$ cat config.mk
export PLATFORM = sky130hd
export DESIGN_NAME = l1_trig_wb_intercon
export DESIGN_NICKNAME = d
export VERILOG_FILES = /design/src/rtl/l1_trig_wb_intercon.sv
export SDC_FILE = /design/constraint.sdc
export NUM_CORES = 1
export LEC_CHECK = 0
export CAP_MARGIN = 15
export CORE_AREA = 2 2 170 172
export CTS_CLUSTER_DIAMETER = 40
export DETAILED_ROUTE_END_ITERATION = 6
export DIE_AREA = 0 0 172 174
export GPL_TIMING_DRIVEN = 0
export PLACE_DENSITY = 0.62
export SLEW_MARGIN = 25
export SYNTH_ARGS = -nofsm -noshare
export SYNTH_HDL_FRONTEND = slang
export SYNTH_SLANG_ARGS = --single-unit
export TNS_END_PERCENT = 5
$ cat constraint.sdc
create_clock -name wb_clk_i -period 4.4 [get_ports wb_clk_i]
set_input_delay 0.44 -clock wb_clk_i [delete_from_list [all_inputs] [get_ports wb_clk_i]]
set_output_delay 0.44 -clock wb_clk_i [all_outputs]
set_load 0.01 [all_outputs]
$ cat src/rtl/l1_trig_wb_intercon.sv
// l1_trig_wb_intercon
//   Wishbone 1-to-4 address-decoding interconnect for the L1 trigger
//   register space. wb_adr_i[14:13] selects one of four 13-bit subspaces:
//   00 thresh, 01 control/generator, 10 agc, 11 bq.
//   One transaction is in flight at a time: IDLE -> BUSY -> RESP -> IDLE.
//   Thresh and control accesses are terminated locally (ack, DEAD_DATA)
//   when clock_enabled_i is low, because their logic sits on ifclk.
//   A watchdog ends any BUSY phase that lasts TIMEOUT cycles with an err.
//
// Ports
//   wb_clk_i, wb_rst_i      clock, asynchronous active-high reset
//   clock_enabled_i         ifclk running (sampled only in IDLE)
//   wb_*_i / wb_*_o         upstream Wishbone slave side
//   <X>_*_o / <X>_*_i       downstream master ports, X = thresh/control/agc/bq
//   dbg_state_o             current FSM state (0 IDLE, 1 BUSY, 2 RESP)
//
// Handshake: an upstream request is accepted in IDLE on wb_cyc_i & wb_stb_i.
// Exactly one of wb_ack_o/wb_err_o/wb_rty_o is high for one cycle to end it,
// unless wb_cyc_i drops during BUSY, which aborts silently. Downstream, the
// selected port holds cyc/stb until the first cycle with ack, err or rty.
module l1_trig_wb_intercon #(
  parameter int          TIMEOUT   = 1024,
  parameter logic [31:0] DEAD_DATA = 32'hFFFFFFFF
) (
  input  logic        wb_clk_i,
  input  logic        wb_rst_i,
  input  logic        clock_enabled_i,
  input  logic        wb_cyc_i,
  input  logic        wb_stb_i,
  input  logic        wb_we_i,
  input  logic [14:0] wb_adr_i,
  input  logic [31:0] wb_dat_i,
  input  logic [3:0]  wb_sel_i,
  output logic [31:0] wb_dat_o,
  output logic        wb_ack_o,
  output logic        wb_err_o,
  output logic        wb_rty_o,
  output logic        thresh_cyc_o,
  output logic        thresh_stb_o,
  output logic        thresh_we_o,
  output logic [12:0] thresh_adr_o,
  output logic [31:0] thresh_dat_o,
  output logic [3:0]  thresh_sel_o,
  input  logic [31:0] thresh_dat_i,
  input  logic        thresh_ack_i,
  input  logic        thresh_err_i,
  input  logic        thresh_rty_i,
  output logic        control_cyc_o,
  output logic        control_stb_o,
  output logic        control_we_o,
  output logic [12:0] control_adr_o,
  output logic [31:0] control_dat_o,
  output logic [3:0]  control_sel_o,
  input  logic [31:0] control_dat_i,
  input  logic        control_ack_i,
  input  logic        control_err_i,
  input  logic        control_rty_i,
  output logic        agc_cyc_o,
  output logic        agc_stb_o,
  output logic        agc_we_o,
  output logic [12:0] agc_adr_o,
  output logic [31:0] agc_dat_o,
  output logic [3:0]  agc_sel_o,
  input  logic [31:0] agc_dat_i,
  input  logic        agc_ack_i,
  input  logic        agc_err_i,
  input  logic        agc_rty_i,
  output logic        bq_cyc_o,
  output logic        bq_stb_o,
  output logic        bq_we_o,
  output logic [12:0] bq_adr_o,
  output logic [31:0] bq_dat_o,
  output logic [3:0]  bq_sel_o,
  input  logic [31:0] bq_dat_i,
  input  logic        bq_ack_i,
  input  logic        bq_err_i,
  input  logic        bq_rty_i,
  output logic [1:0]  dbg_state_o
);

  localparam int WW = $clog2(TIMEOUT + 1);

  typedef enum logic [1:0] {
    S_IDLE = 2'd0,
    S_BUSY = 2'd1,
    S_RESP = 2'd2
  } state_t;

  state_t      r_state;
  state_t      w_state_nxt;
  logic [WW-1:0] r_wdog;
  logic [1:0]  r_tgt;
  logic [3:0]  r_stb;      // one-hot strobe per downstream port
  logic [12:0] r_adr;
  logic [31:0] r_dat;
  logic [3:0]  r_sel;
  logic        r_we;
  logic        r_ack;
  logic        r_err;
  logic        r_rty;
  logic [31:0] r_rdat;

  logic        w_req;
  logic        w_local;
  logic        w_timeout;
  logic        w_rsp_ack;
  logic        w_rsp_err;
  logic        w_rsp_rty;
  logic        w_rsp_any;
  logic [31:0] w_rsp_dat;

  assign w_req     = wb_cyc_i & wb_stb_i;
  // Targets 00 and 01 live on ifclk; without it they can never answer.
  assign w_local   = ~wb_adr_i[14] & ~clock_enabled_i;
  // r_wdog counts completed BUSY cycles; this is the TIMEOUT-th one.
  assign w_timeout = (r_wdog == WW'(TIMEOUT - 1));
  assign w_rsp_any = w_rsp_ack | w_rsp_err | w_rsp_rty;

  // Response select from the latched target
  always_comb begin
    w_rsp_ack = 1'b0;
    w_rsp_err = 1'b0;
    w_rsp_rty = 1'b0;
    w_rsp_dat = 32'd0;
    case (r_tgt)
      2'd0: begin
        w_rsp_ack = thresh_ack_i; w_rsp_err = thresh_err_i;
        w_rsp_rty = thresh_rty_i; w_rsp_dat = thresh_dat_i;
      end
      2'd1: begin
        w_rsp_ack = control_ack_i; w_rsp_err = control_err_i;
        w_rsp_rty = control_rty_i; w_rsp_dat = control_dat_i;
      end
      2'd2: begin
        w_rsp_ack = agc_ack_i; w_rsp_err = agc_err_i;
        w_rsp_rty = agc_rty_i; w_rsp_dat = agc_dat_i;
      end
      default: begin
        w_rsp_ack = bq_ack_i; w_rsp_err = bq_err_i;
        w_rsp_rty = bq_rty_i; w_rsp_dat = bq_dat_i;
      end
    endcase
  end

  // State register
  always_ff @(posedge wb_clk_i or posedge wb_rst_i) begin
    if (wb_rst_i) r_state <= S_IDLE;
    else          r_state <= w_state_nxt;
  end

  // Next-state logic; upstream abort wins over any target response
  always_comb begin
    w_state_nxt = r_state;
    case (r_state)
      S_IDLE: if (w_req) w_state_nxt = w_local ? S_RESP : S_BUSY;
      S_BUSY: begin
        if (!wb_cyc_i)                   w_state_nxt = S_IDLE;
        else if (w_rsp_any || w_timeout) w_state_nxt = S_RESP;
      end
      S_RESP:  w_state_nxt = S_IDLE;
      default: w_state_nxt = S_IDLE;
    endcase
  end

  // Registered outputs and datapath
  always_ff @(posedge wb_clk_i or posedge wb_rst_i) begin
    if (wb_rst_i) begin
      r_wdog <= '0;
      r_tgt  <= 2'd0;
      r_stb  <= 4'd0;
      r_adr  <= 13'd0;
      r_dat  <= 32'd0;
      r_sel  <= 4'd0;
      r_we   <= 1'b0;
      r_ack  <= 1'b0;
      r_err  <= 1'b0;
      r_rty  <= 1'b0;
      r_rdat <= 32'd0;
    end else begin
      r_ack <= 1'b0;
      r_err <= 1'b0;
      r_rty <= 1'b0;
      case (r_state)
        S_IDLE: begin
          if (w_req) begin
            r_tgt  <= wb_adr_i[14:13];
            r_adr  <= wb_adr_i[12:0];
            r_dat  <= wb_dat_i;
            r_sel  <= wb_sel_i;
            r_we   <= wb_we_i;
            r_wdog <= '0;
            if (w_local) begin
              r_ack  <= 1'b1;
              r_rdat <= DEAD_DATA;
            end else begin
              r_stb <= 4'b0001 << wb_adr_i[14:13];
            end
          end
        end
        S_BUSY: begin
          if (!wb_cyc_i) begin
            r_stb <= 4'd0;
          end else if (w_rsp_any) begin
            r_stb  <= 4'd0;
            r_rdat <= w_rsp_dat;
            r_err  <= w_rsp_err;
            r_rty  <= ~w_rsp_err & w_rsp_rty;
            r_ack  <= ~w_rsp_err & ~w_rsp_rty & w_rsp_ack;
          end else if (w_timeout) begin
            r_stb <= 4'd0;
            r_err <= 1'b1;
          end else begin
            r_wdog <= r_wdog + 1'b1;
          end
        end
        default: ;
      endcase
    end
  end

  assign wb_dat_o = r_rdat;
  assign wb_ack_o = r_ack;
  assign wb_err_o = r_err;
  assign wb_rty_o = r_rty;
  assign dbg_state_o = r_state;

  assign thresh_cyc_o  = r_stb[0];
  assign thresh_stb_o  = r_stb[0];
  assign control_cyc_o = r_stb[1];
  assign control_stb_o = r_stb[1];
  assign agc_cyc_o     = r_stb[2];
  assign agc_stb_o     = r_stb[2];
  assign bq_cyc_o      = r_stb[3];
  assign bq_stb_o      = r_stb[3];

  assign thresh_we_o  = r_we;
  assign control_we_o = r_we;
  assign agc_we_o     = r_we;
  assign bq_we_o      = r_we;

  assign thresh_adr_o  = r_adr;
  assign control_adr_o = r_adr;
  assign agc_adr_o     = r_adr;
  assign bq_adr_o      = r_adr;

  assign thresh_dat_o  = r_dat;
  assign control_dat_o = r_dat;
  assign agc_dat_o     = r_dat;
  assign bq_dat_o      = r_dat;

  assign thresh_sel_o  = r_sel;
  assign control_sel_o = r_sel;
  assign agc_sel_o     = r_sel;
  assign bq_sel_o      = r_sel;

endmodule

* Word-level counts from Yosys, hierarchy flattened
Cells that the tools add are included.
Operators by class: $add $sub $neg 1, eq/ne operators 13, shift-type cells 1, mux-type cells 37, bitwise gates (word level) 11, reduce and logical (&&, ||, !) cells 9
Operators with widths (count):
- 32-bit two-way mux | 4
- 32-bit case mux with 3 select lines | 1
- 32-bit case mux with 2 select lines | 1
- 11-bit two-way mux | 4
- 11-bit case mux with 2 select lines | 1
- 4-bit two-way mux | 5
- 2-bit inequality test, second input constant | 7
- 11-bit by 1-bit adder with 11-bit output, second input constant | 1
- 11-bit by 10-bit equality test with 1-bit output, second input constant | 1
- 1-bit two-way mux | 11
- 5-bit AND reduction | 2
- 1-bit case mux with 3 select lines | 3
- 2-bit two-way mux | 4
- 4-bit case mux with 2 select lines | 1
- 1-bit AND | 5
- 2-bit by 1-bit equality test with 1-bit output, second input constant | 2
- 2-bit logical NOT | 2
- 4-bit inequality test, second input constant | 1
- 1-bit inverter | 4
- 2-bit case mux with 2 select lines | 1
- 2-bit AND reduction | 2
- 4-bit AND reduction | 1
- 1-bit by 2-bit left shift with 4-bit output, first input constant | 1
- 3-bit inequality test, second input constant | 1
- 5 further kinds | 6
Storage, ports and cells: register bits after elaboration 104, output and inout bits 245, word-level logic and storage cells 84

* Depth between registers and ports, before layout
Gate-level depths: netlist of the first run.
depth in word-level cells 8, gate-level depth with buffers 6, mapped depth without buffers 5

* Worst setup path after synthesis of the first run
Ideal clock, no wire load.
path type register to register, from reg r_tgt[0], to reg r_wdog[3], arrival 2.210 ns, setup slack 2.111 ns, stages on the path, launching flop included 7, buffers on the path 2, clock period less this slack 2.289 ns, cells stage by stage dfrtp_1 buf_6 mux4_2 or3_4 buf_6 or4_1 a21oi_1
On the way: longest elaborated chain between the ends 6
Ends and longest elaborated chain:
- start: declaration | line 92 | logic [1:0] r_tgt;
- start signal: assignment | line 186 | r_tgt <= wb_adr_i[14:13];
- 2-bit equality test, or another cell as far along | line 125 | case (r_tgt)
- 1-bit case mux with 3 select lines | line 125
- 1-bit bitwise OR | line 117 | assign w_rsp_any = w_rsp_ack | w_rsp_err | w_rsp_rty;
- 1-bit bitwise OR * | line 117
- 2-bit inequality test (no line) *
- 5-bit AND reduction (no line) *
- end signal: assignment | line 213 | r_wdog <= r_wdog + 1'b1;
- end: declaration | line 91 | logic [WW-1:0] r_wdog;
Every way passes the cells marked *; elsewhere a longest branch is shown, timed or not. A chain may end at the register's enable or synchronous reset.

* Worst setup path after layout of the first run
from reg r_tgt[1], to reg r_rdat[3], in the netlist wb_dat_o[3]
On the way: longest elaborated chain between the ends 6
Ends and longest elaborated chain:
- 2-bit equality test, or another cell as far along | line 125
- 1-bit case mux with 3 select lines | line 125
- 1-bit bitwise OR (2 in a row) | line 117
- 2-bit inequality test (no line)
- 5-bit AND reduction (no line)
- end signal: assignment | line 205 | r_rdat <= w_rsp_dat;
- end: declaration | line 101 | logic [31:0] r_rdat;
Several ways; a longest one is shown, not always the timed one. The select of a mux whose other input is x is not followed.

==> results of run 1 <==
[critical path, delay by kind of cell (launching register included)]
kind,cells,cell delay [ns]
flip-flops,1,0.35
buffers and inverters,2,0.87
multiplexers,1,0.48
AO/OA/AOI/OAI,2,0.85
AND/OR/NAND/NOR,1,0.11
[logic make-up after synthesis]
group,after synthesis,share of synthesized area (%)
and+or+nand+nor,261,17.4
buffers and inverters,193,21.2
DFF,104,41.9
AOI/OAI and AO/OA,63,6.29
muxes,37,13.0
adders and majority gates,1,0.201
[synthesized netlist by cell type (2+ instances only)]
cell type and count:
nand2_1 162, buf_4 154, dfrtp_1 104, nor2_1 69, a21oi_1 40, mux4_2 35, clkbuf_1 28, o31ai_1 6
inv_1 5, nand3_1 5, or4_1 5, buf_1 4, nor3_1 3, o311ai_0 3, a22o_1 2, a31o_2 2
a32o_1 2, and2_1 2, and4_1 2, buf_6 2, mux2i_1 2, nand4_1 2, nor2b_1 2, nor4bb_1 2
o21ai_0 2
[power groups by stage]
stage	sequential, mW	clock (mW)	combinational, mW
detailed placement	1.41	0	2.33
finish	1.38	0.832	2.30
CTS	1.39	0.869	2.33
floorplan	1.43	0	0.965
global placement	1.40	0	2.31
global route	1.43	0.903	2.46
[layer usage]
metal  share of wire, %  GRT usage (%)  routed length, µm
met5                  0              0                  0
met1                 35           16.5               8340
met3                8.5           3.92               2010
met4                1.6           4.45                368
met2                 55           29.7              12900
[sequential cells by signal (all words and copies together), names as in the netlist, 2 cells and up]
register	flops
agc_adr_o	13
agc_dat_o	32
agc_sel_o	4
dbg_state_o	2
r_stb	4
r_tgt	2
r_wdog	11
wb_dat_o	32
[placed cells by master (no fill, tap or decap), types with 3 or more instances in the layout]
cell type / count
dfrtp_1: 104
nand3_1: 5
o31ai_1: 6
nand2_1: 162
clkdlybuf4s50_1: 441
a21oi_1: 40
clkbuf_1: 29
mux4_2: 35
nor2_1: 69
inv_1: 4
o311ai_0: 3
or4_1: 5
buf_4: 154
clkbuf_16: 9
buf_1: 4
[area by class of cell]
class / count / share of cell area, %
clock buffers: 11 / 2.12
well taps: 384 / 4.20
diodes: 2 / 0.0437
plain buffers: 188 / 11.4
inverters: 5 / 0.208
flip-flops and latches: 104 / 22.7
repair buffers: 442 / 38.8
multi-input cells: 362 / 20.0
clock inverters: 4 / 0.470
[per-stage QoR]
stage | setup TNS (ns) | hold slack [ns] | cell area [µm²] | instances
6_report | 0 | 0.513 | 11400 | 1502
5_1_grt | 0 | 0.547 | 11400 | 1501
4_1_cts | 0 | 0.510 | 11400 | 1500
3_5_place_dp | 0 | 0.500 | 11100 | 1485
3_3_place_gp | -70.16 | 0.494 | 11100 | 1484
2_1_floorplan | 0 | 0.472 | 6210 | 659
[worst max-delay path by stage]
stage                   from      endpoint  depth (start not counted)
floorplan           wb_rst_i  agc_adr_o[0]                          1
global placement    wb_rst_i  wb_dat_o[26]                          2
detailed placement  wb_cyc_i   wb_dat_o[4]                          7
CTS                 r_tgt[1]   wb_dat_o[4]                          6
global route        r_tgt[1]   wb_dat_o[5]                          6
finish              r_tgt[1]   wb_dat_o[3]                          6
==> results.yml, run 1 <==
outcome:
  outcome: "complete, no violations"
clocking:
  clkSlewWorstSetupHoldPaths_ns: 0.07
  cts_root_buffer: "clkbuf_16"
  cts_sinks: 104
  cts_made_buffers: 9
  holdBufCountCts: 0
  cts_tree: "built"
  clk_latency_ns: 0.35
  h-tree-depth: 3
  clockBufferDepth: 2
  post_cts_buffers: 0
  cts_resized: 0
critical_path:
  worstPathArrival_ns: 3.01
  ff2ff_path_depth: 6
  endpoint_kind: "flip-flop"
  cp_common_cell: "clkbuf_1"
  cp.required_ns: 4.68
  max_stage_delay_ns: 0.72
  criticalPathCategory: "flip-flop to flip-flop"
  path_max_fanout: 10
  start_kind: "flip-flop"
  critical_path.slowest_cell: "o31ai_2"
  crit_chain: "clkbuf_1 -> mux4_2 -> o31ai_2 -> clkbuf_1 -> nor2_1 -> a21oi_1"
  reg2reg_from: "r_tgt[1]"
  reg2reg_slack_ns: 1.67
  rr_endpoint: "wb_dat_o[3]"
drt:
  drt_iter0_markers: 200
  routed_wirelength_um: 23700
  vias: 6136
  route.detailed.drc: 0
  via_per_inst: 4.09
  dr.pass1.iters: 4
  wire_per_inst_um: 15.7
  detail-route-antenna-nets: 0
timing:
  hold_viol_final: 0
  finalCritPeriodShare_pct: 61.9
  skew_ns: 0.00703
  setup_viol: 0
  final.setup.worst_slack_ns: 1.67
  min_period_ns: 2.73
  slew_viol_final: 0
  max_freq_ghz: 0.367
  relSlewSlack_pct: 43.0
  rsz0062_at_grt: "no"
  worst_pin_slew_ns: 0.855
logic_synthesis:
  syn_area_um2: 6210
  synth-edff-count: 0
  synth_nets: 857
  ys_ff_latch: 104
  ys.flop_type: "dfrtp_1"
  yosysTopAreaCellShare_pct: 41.9
  synth-async-reset-ratio_pct: 100
  synthTopCellsByArea: "dfrtp_1 (42%), buf_4 (19%), mux4_2 (13%)"
  post_synth_inst_count: 659
  seq_area_frac_synth_pct: 41.9
  synth_top_cell_by_area: "dfrtp_1"
  synth_warnings: 0
  ys_types: 39
  syn_area_per_cell_um2: 9.42
pwr:
  p_per_area_nw_per_um2: 394
  internal_power_mw: 3.10
  total_power_mw: 4.51
  seq_power_share_pct: 30.7
  swShare_pct: 31.3
  switchingPower_mw: 1.41
  clkPwrFrac_pct: 18.5
  irDropWorstVdd_v: 0.000131
  comb_power_share_pct: 50.9
  total_leakage_power_nw: 4.89
grt:
  grt_start_max_net_pins: 57
  grt_usage_pct: 15.5
  antenna_found_initial: 2
  grt_pass1_vias: 6038
  grt-ovfl-total: 0
  grt_pass1_wl_um: 34900
floorplan:
  start_util_pct: 22.0
  die_y_um: 174
  rows: 62
  die_w_um: 172
  core_region_area_um2: 28200
  pin_count: 442
  die_area_um2: 29900
cells_and_area:
  seq_area_um2: 2600
  syn_to_final_growth_pct: 84.3
  final_core_util_pct: 40.5
  nNetsFinal: 1310
  drive_above_1_share_pct: 19.1
  multi_input_area_um2: 2290
  n_fill_cell: 2857
hold_path:
  min-delay-start: "r_wdog[10]"
  min_path_type: "flip-flop to flip-flop"
  holdPathEnd: "r_wdog[10]"
  hold_depth: 2
placement:
  gp_congestion: 0.781
  port_buffers: 441
  post-place-ws_ns: 1.20
  hpwl_um: 19600
job:
  maxCapViolations: 0
(Power assumes the default switching activity.)
==> inputs of run 2 (changes only) <==
--- a/config.mk
+++ b/config.mk
@@ -11,7 +11,7 @@
 export DETAILED_ROUTE_END_ITERATION = 6
 export DIE_AREA = 0 0 172 174
 export GPL_TIMING_DRIVEN = 0
-export PLACE_DENSITY = 0.62
+export PLACE_DENSITY = 0.64
 export SLEW_MARGIN = 25
 export SYNTH_ARGS = -nofsm -noshare
 export SYNTH_HDL_FRONTEND = slang
==> constraint.sdc (replaced) <==
create_clock -name wb_clk_i -period 2.3 [get_ports wb_clk_i]
set_input_delay 0.23 -clock wb_clk_i [delete_from_list [all_inputs] [get_ports wb_clk_i]]
set_output_delay 0.23 -clock wb_clk_i [all_outputs]
set_load 0.01 [all_outputs]
==> run 2 against run 1 <==
Compared with the run above: largest power group unchanged; critical endpoint is now r_wdog[2]; final cell count grew 0.73%; clock-buffer cell count fell by 1; the flow now finishes with violations (setup timing); non-clock buffer count grew 10; sequential power increased by 92%.
==> results.yml, run 2 (synthesis gave the netlist of run 1 again) <==
critical_path:
  rr_endpoint: "r_wdog[2]"
  worstPathArrival_ns: 2.54
  ff2ff_path_depth: 6
  cp.required_ns: 2.52
  start_kind: "flip-flop"
  criticalPathCategory: "flip-flop to flip-flop"
  reg2reg_slack_ns: -0.02
  reg2reg_from: "r_tgt[0]"
  endpoint_kind: "flip-flop"
  path_max_fanout: 7
grt:
  grt_pass1_wl_um: 35900
  grt-ovfl-total: 0
  grt_usage_pct: 15.9
  grt_start_max_net_pins: 30
  grt_pass1_vias: 6309
  antenna_found_initial: 3
timing:
  setup-tns-final_ns: -0.0357
  final.setup.worst_slack_ns: -0.0181
  worst_pin_slew_ns: 0.812
  finalCritPeriodShare_pct: 101
  min_period_ns: 2.32
  max_freq_ghz: 0.431
  hold_viol_final: 0
  slew_viol_final: 0
  rsz0062_at_grt: "yes"
  relSlewSlack_pct: 45.9
  setup_viol: 4
  skew_ns: 0.00896
  whs_ns: 0.299
floorplan:
  die_y_um: 174
  pin_count: 442
  core_region_area_um2: 28200
  start_util_pct: 22.0
  die_w_um: 172
  die_area_um2: 29900
  rows: 62
clocking:
  h-tree-depth: 3
  clk_latency_ns: 0.35
  clockBufferDepth: 2
  holdBufCountCts: 0
  cts_made_buffers: 9
  cts_tree: "built"
  cts_sinks: 104
  clkSlewWorstSetupHoldPaths_ns: 0.08
  cts_root_buffer: "clkbuf_16"
pwr:
  comb_power_share_pct: 51.6
  seq_power_share_pct: 30.6
  switchingPower_mw: 2.79
  irDropWorstVdd_v: 0.000316
  swShare_pct: 32.1
  p_per_area_nw_per_um2: 747
  internal_power_mw: 5.90
  total_power_mw: 8.68
  total_leakage_power_nw: 4.99
  clkPwrFrac_pct: 17.8
outcome:
  violations: "setup timing"
  outcome: "complete, but fails checks"
drt:
  dr.pass1.iters: 4
  wire_per_inst_um: 16.1
  via_per_inst: 4.13
  routed_wirelength_um: 24400
  route.detailed.drc: 0
  detail-route-antenna-nets: 0
  drt_iter0_markers: 222
  vias: 6245
cells_and_area:
  drive_above_1_share_pct: 21.4
  final_cell_mix: "clkdlybuf4s50_1 (441), nand2_1 (162), buf_4 (161)"
  multi_input_area_um2: 2340
  syn_to_final_growth_pct: 87.3
  layout_commonest_cell: "clkdlybuf4s50_1"
  nNetsFinal: 1320
  n_fill_cell: 2796
  seq_area_um2: 2600
  final_core_util_pct: 41.2
hold_path:
  min_path_type: "input port to async pin"
job:
  maxCapViolations: 0
placement:
  gp_congestion: 0.837
  hpwl_um: 20300
  port_buffers: 441
## run 2: cell count changes in the layout (fill, tap and decap cells not counted), sizes merged
| cell | delta |
|---|---|
| bufinv | -1 |
| clkbuf | -3 |
| buf | +12 |
| inv | +1 |
| clkinv | +2 |
## run 2: final cells by class
class,instances,share of cell area [%]
Sequential cell,104,22.4
Tap cell,384,4.13
Antenna cell,2,0.0430
Multi-Input combinational cell,362,20.2
Clock buffer,10,2.05
Clock inverter,6,0.430
Inverter,5,0.194
Timing Repair Buffer,453,39.3
Buffer,187,11.3
## run 2: routing by layer
layer	part of all wire, %	routed length, µm	vias up	GRT usage (%)
met1	35	8500	2956	16.4
met2	55	13500	288	31.2
li1	-	-	2978	-
met3	8.1	1970	21	3.78
met5	0.053	13	-	0
met4	1.6	390	2	4.24
## run 2: worst max-delay path by stage
stage                   from  depth (start not counted)           end
detailed placement  wb_cyc_i                          7   wb_dat_o[1]
floorplan           r_tgt[0]                          6     r_wdog[3]
finish              r_tgt[0]                          6     r_wdog[2]
global route        r_tgt[0]                          7  wb_dat_o[20]
CTS                 r_tgt[0]                          6     r_wdog[3]
global placement    wb_cyc_i                          7  wb_dat_o[31]
## run 2: metrics by stage
stage,worst slack (ns),std cells,area (µm²)
2_1_floorplan,0.0115,659,6210
3_3_place_gp,-0.636,1484,11100
3_5_place_dp,-0.687,1487,11200
4_1_cts,-0.116,1507,11500
5_1_grt,-0.101,1513,11600
6_report,-0.0181,1513,11600
## run 2: worst max-delay path, stage by stage, from the launching register on
cell	delay [ns]
dfrtp_1	0.34
buf_6	0.14
mux4_2	0.59
or3_4	0.48
buf_8	0.16
o311ai_1	0.36
o31ai_2	0.12
## run 2: repair_timing
| action | in CTS | in global routing |
|---|---|---|
| setup buffers | 5 | 3 |
| pin swaps | 1 | 5 |
| endpoints found under the setup margin | 49 | 39 |
| resized for setup | 10 | 21 |
| cloned | 0 | 1 |
## run 2: power groups by stage
stage	clock, mW	combinational [mW]	sequential [mW]
2_1_floorplan	0	1.85	2.74
3_3_place_gp	0	4.43	2.68
3_5_place_dp	0	4.47	2.70
4_1_cts	1.63	4.51	2.68
5_1_grt	1.69	4.79	2.74
6_report	1.55	4.48	2.65
==> inputs of run 3 (changes only) <==
--- a/config.mk
+++ b/config.mk
@@ -12,6 +12,7 @@
 export DIE_AREA = 0 0 172 174
 export GPL_TIMING_DRIVEN = 0
 export PLACE_DENSITY = 0.64
+export SKIP_CTS_REPAIR_TIMING = 1
 export SLEW_MARGIN = 25
 export SYNTH_ARGS = -nofsm -noshare
 export SYNTH_HDL_FRONTEND = slang
==> run 3 against run 2 <==
Compared with the run above: the flow still finishes with violations (setup timing); sequential share of layout area about the same; clock power about the same; wire length increased by 0.40%; sequential cell count unchanged; maximum frequency decreased by 1.3%; critical path type unchanged; first-iteration DRC count decreased by 16%; combinational power about the same; global-route usage decreased by 0.14 points; clock-buffer cell count unchanged; largest cell class unchanged; sequential power about the same; die area unchanged.
==> results.yml, run 3 (synthesis gave the netlist of run 1 again) <==
outcome:
  outcome: "complete, but fails checks"
  violations: "setup timing"
drt:
  drt_iter0_markers: 186
  via_per_inst: 4.13
  routed_wirelength_um: 24500
  wire_per_inst_um: 16.2
  vias: 6252
  route.detailed.drc: 0
  detail-route-antenna-nets: 0
  dr.pass1.iters: 4
critical_path:
  worstPathArrival_ns: 2.57
  cp.required_ns: 2.52
  endpoint_kind: "flip-flop"
  crit_start: "r_tgt[0]"
  reg2reg_slack_ns: -0.05
  start_kind: "flip-flop"
  crit_path_end: "r_wdog[8]"
  reg2reg_from: "r_tgt[0]"
  path_max_fanout: 7
  ff2ff_path_depth: 6
  rr_endpoint: "r_wdog[8]"
  criticalPathCategory: "flip-flop to flip-flop"
hold_path:
  min_path_type: "input port to async pin"
floorplan:
  die_w_um: 172
  start_util_pct: 22.0
  pin_count: 442
  die_y_um: 174
  die_area_um2: 29900
  rows: 62
  core_region_area_um2: 28200
placement:
  hpwl_um: 20300
  port_buffers: 441
  dp.cells: 1487
  gp_congestion: 0.837
  post-place-ws_ns: -0.687
pwr:
  internal_power_mw: 5.91
  irDropWorstVdd_v: 0.000309
  switchingPower_mw: 2.80
  clkPwrFrac_pct: 17.9
  comb_power_share_pct: 51.6
  p_per_area_nw_per_um2: 748
  total_leakage_power_nw: 4.99
  swShare_pct: 32.2
  seq_power_share_pct: 30.5
timing:
  skew_ns: 0.00800
  worst_pin_slew_ns: 0.827
  final.setup.worst_slack_ns: -0.0488
  hold_viol_final: 0
  max_freq_ghz: 0.426
  min_period_ns: 2.35
  setup-tns-final_ns: -0.177
  rsz0062_at_grt: "yes"
  slew_viol_final: 0
  finalCritPeriodShare_pct: 102
  relSlewSlack_pct: 44.9
  setup_viol: 6
clocking:
  cts_made_buffers: 9
  cts_tree: "built"
  cts_root_buffer: "clkbuf_16"
  clk_latency_ns: 0.36
  h-tree-depth: 3
  clkSlewWorstSetupHoldPaths_ns: 0.08
  cts_sinks: 104
  clockBufferDepth: 2
grt:
  grt_pass1_wl_um: 35600
  antenna_found_initial: 3
  grt_start_max_net_pins: 30
  grt-ovfl-total: 0
  grt_pass1_vias: 6263
  grt_usage_pct: 15.7
cells_and_area:
  final_cells: 1512
  syn_to_final_growth_pct: 87.4
  layout_commonest_cell: "clkdlybuf4s50_1"
  final_cell_mix: "clkdlybuf4s50_1 (441), nand2_1 (162), buf_4 (160)"
  drive_above_1_share_pct: 21.3
  nNetsFinal: 1319
job:
  maxCapViolations: 0
## run 3: changes by cell type in the layout (fill, tap and decap cells not counted), sizes merged
cell    previous run  this run
buf              173       171
clkbuf            36        37
## run 3: through the flow
stage          power (mW)  util, %  cell area [µm²]  hold slack [ns]
2_1_floorplan        4.59        -             6210            0.335
3_3_place_gp         7.11     39.3            11100            0.495
3_5_place_dp         7.17     39.5            11200            0.506
4_1_cts              8.77     40.6            11500            0.308
5_1_grt              9.23     41.2            11600            0.353
6_report             8.71     41.2            11600            0.298
## run 3: worst max-delay path: stages (launching register included)
cell	delay, ns
dfrtp_2	0.38
buf_8	0.13
mux4_2	0.59
or3_4	0.48
buf_8	0.16
o311ai_0	0.33
o41ai_1	0.14
## run 3: area by class of cell
type	count	area [µm²]
fillers	2800	16600
flip-flops and latches	104	2610
multi-input cells	362	2340
plain buffers	186	1310
clock buffers	10	239
repair buffers	453	4590
diodes	2	5.00
well taps	384	480
clock inverters	6	50.0
inverters	5	22.5
## run 3: power groups by stage
stage | combinational (mW) | clock (mW) | sequential [mW]
floorplan | 1.85 | 0 | 2.74
global placement | 4.43 | 0 | 2.68
detailed placement | 4.47 | 0 | 2.70
CTS | 4.48 | 1.63 | 2.67
global route | 4.80 | 1.69 | 2.74
finish | 4.49 | 1.56 | 2.66
## run 3: worst min path at each step
stage	from	end	slack, ns	cells past startpoint
global route	wb_rst_i	agc_adr_o[12]	0.35	2
detailed placement	r_wdog[10]	r_wdog[10]	0.51	2
CTS	wb_rst_i	agc_adr_o[12]	0.31	2
floorplan	wb_adr_i[0]	agc_adr_o[0]	0.34	2
finish	wb_rst_i	agc_adr_o[12]	0.30	2
global placement	r_wdog[10]	r_wdog[10]	0.49	2
## run 3: metal layers
layer	vias to the layer above	wire length (µm)	track usage, %
li1	2978	-	-
met1	2959	8540	16.4
met2	292	13500	30.8
met3	21	1990	3.78
met4	2	390	4.24
met5	-	13	0
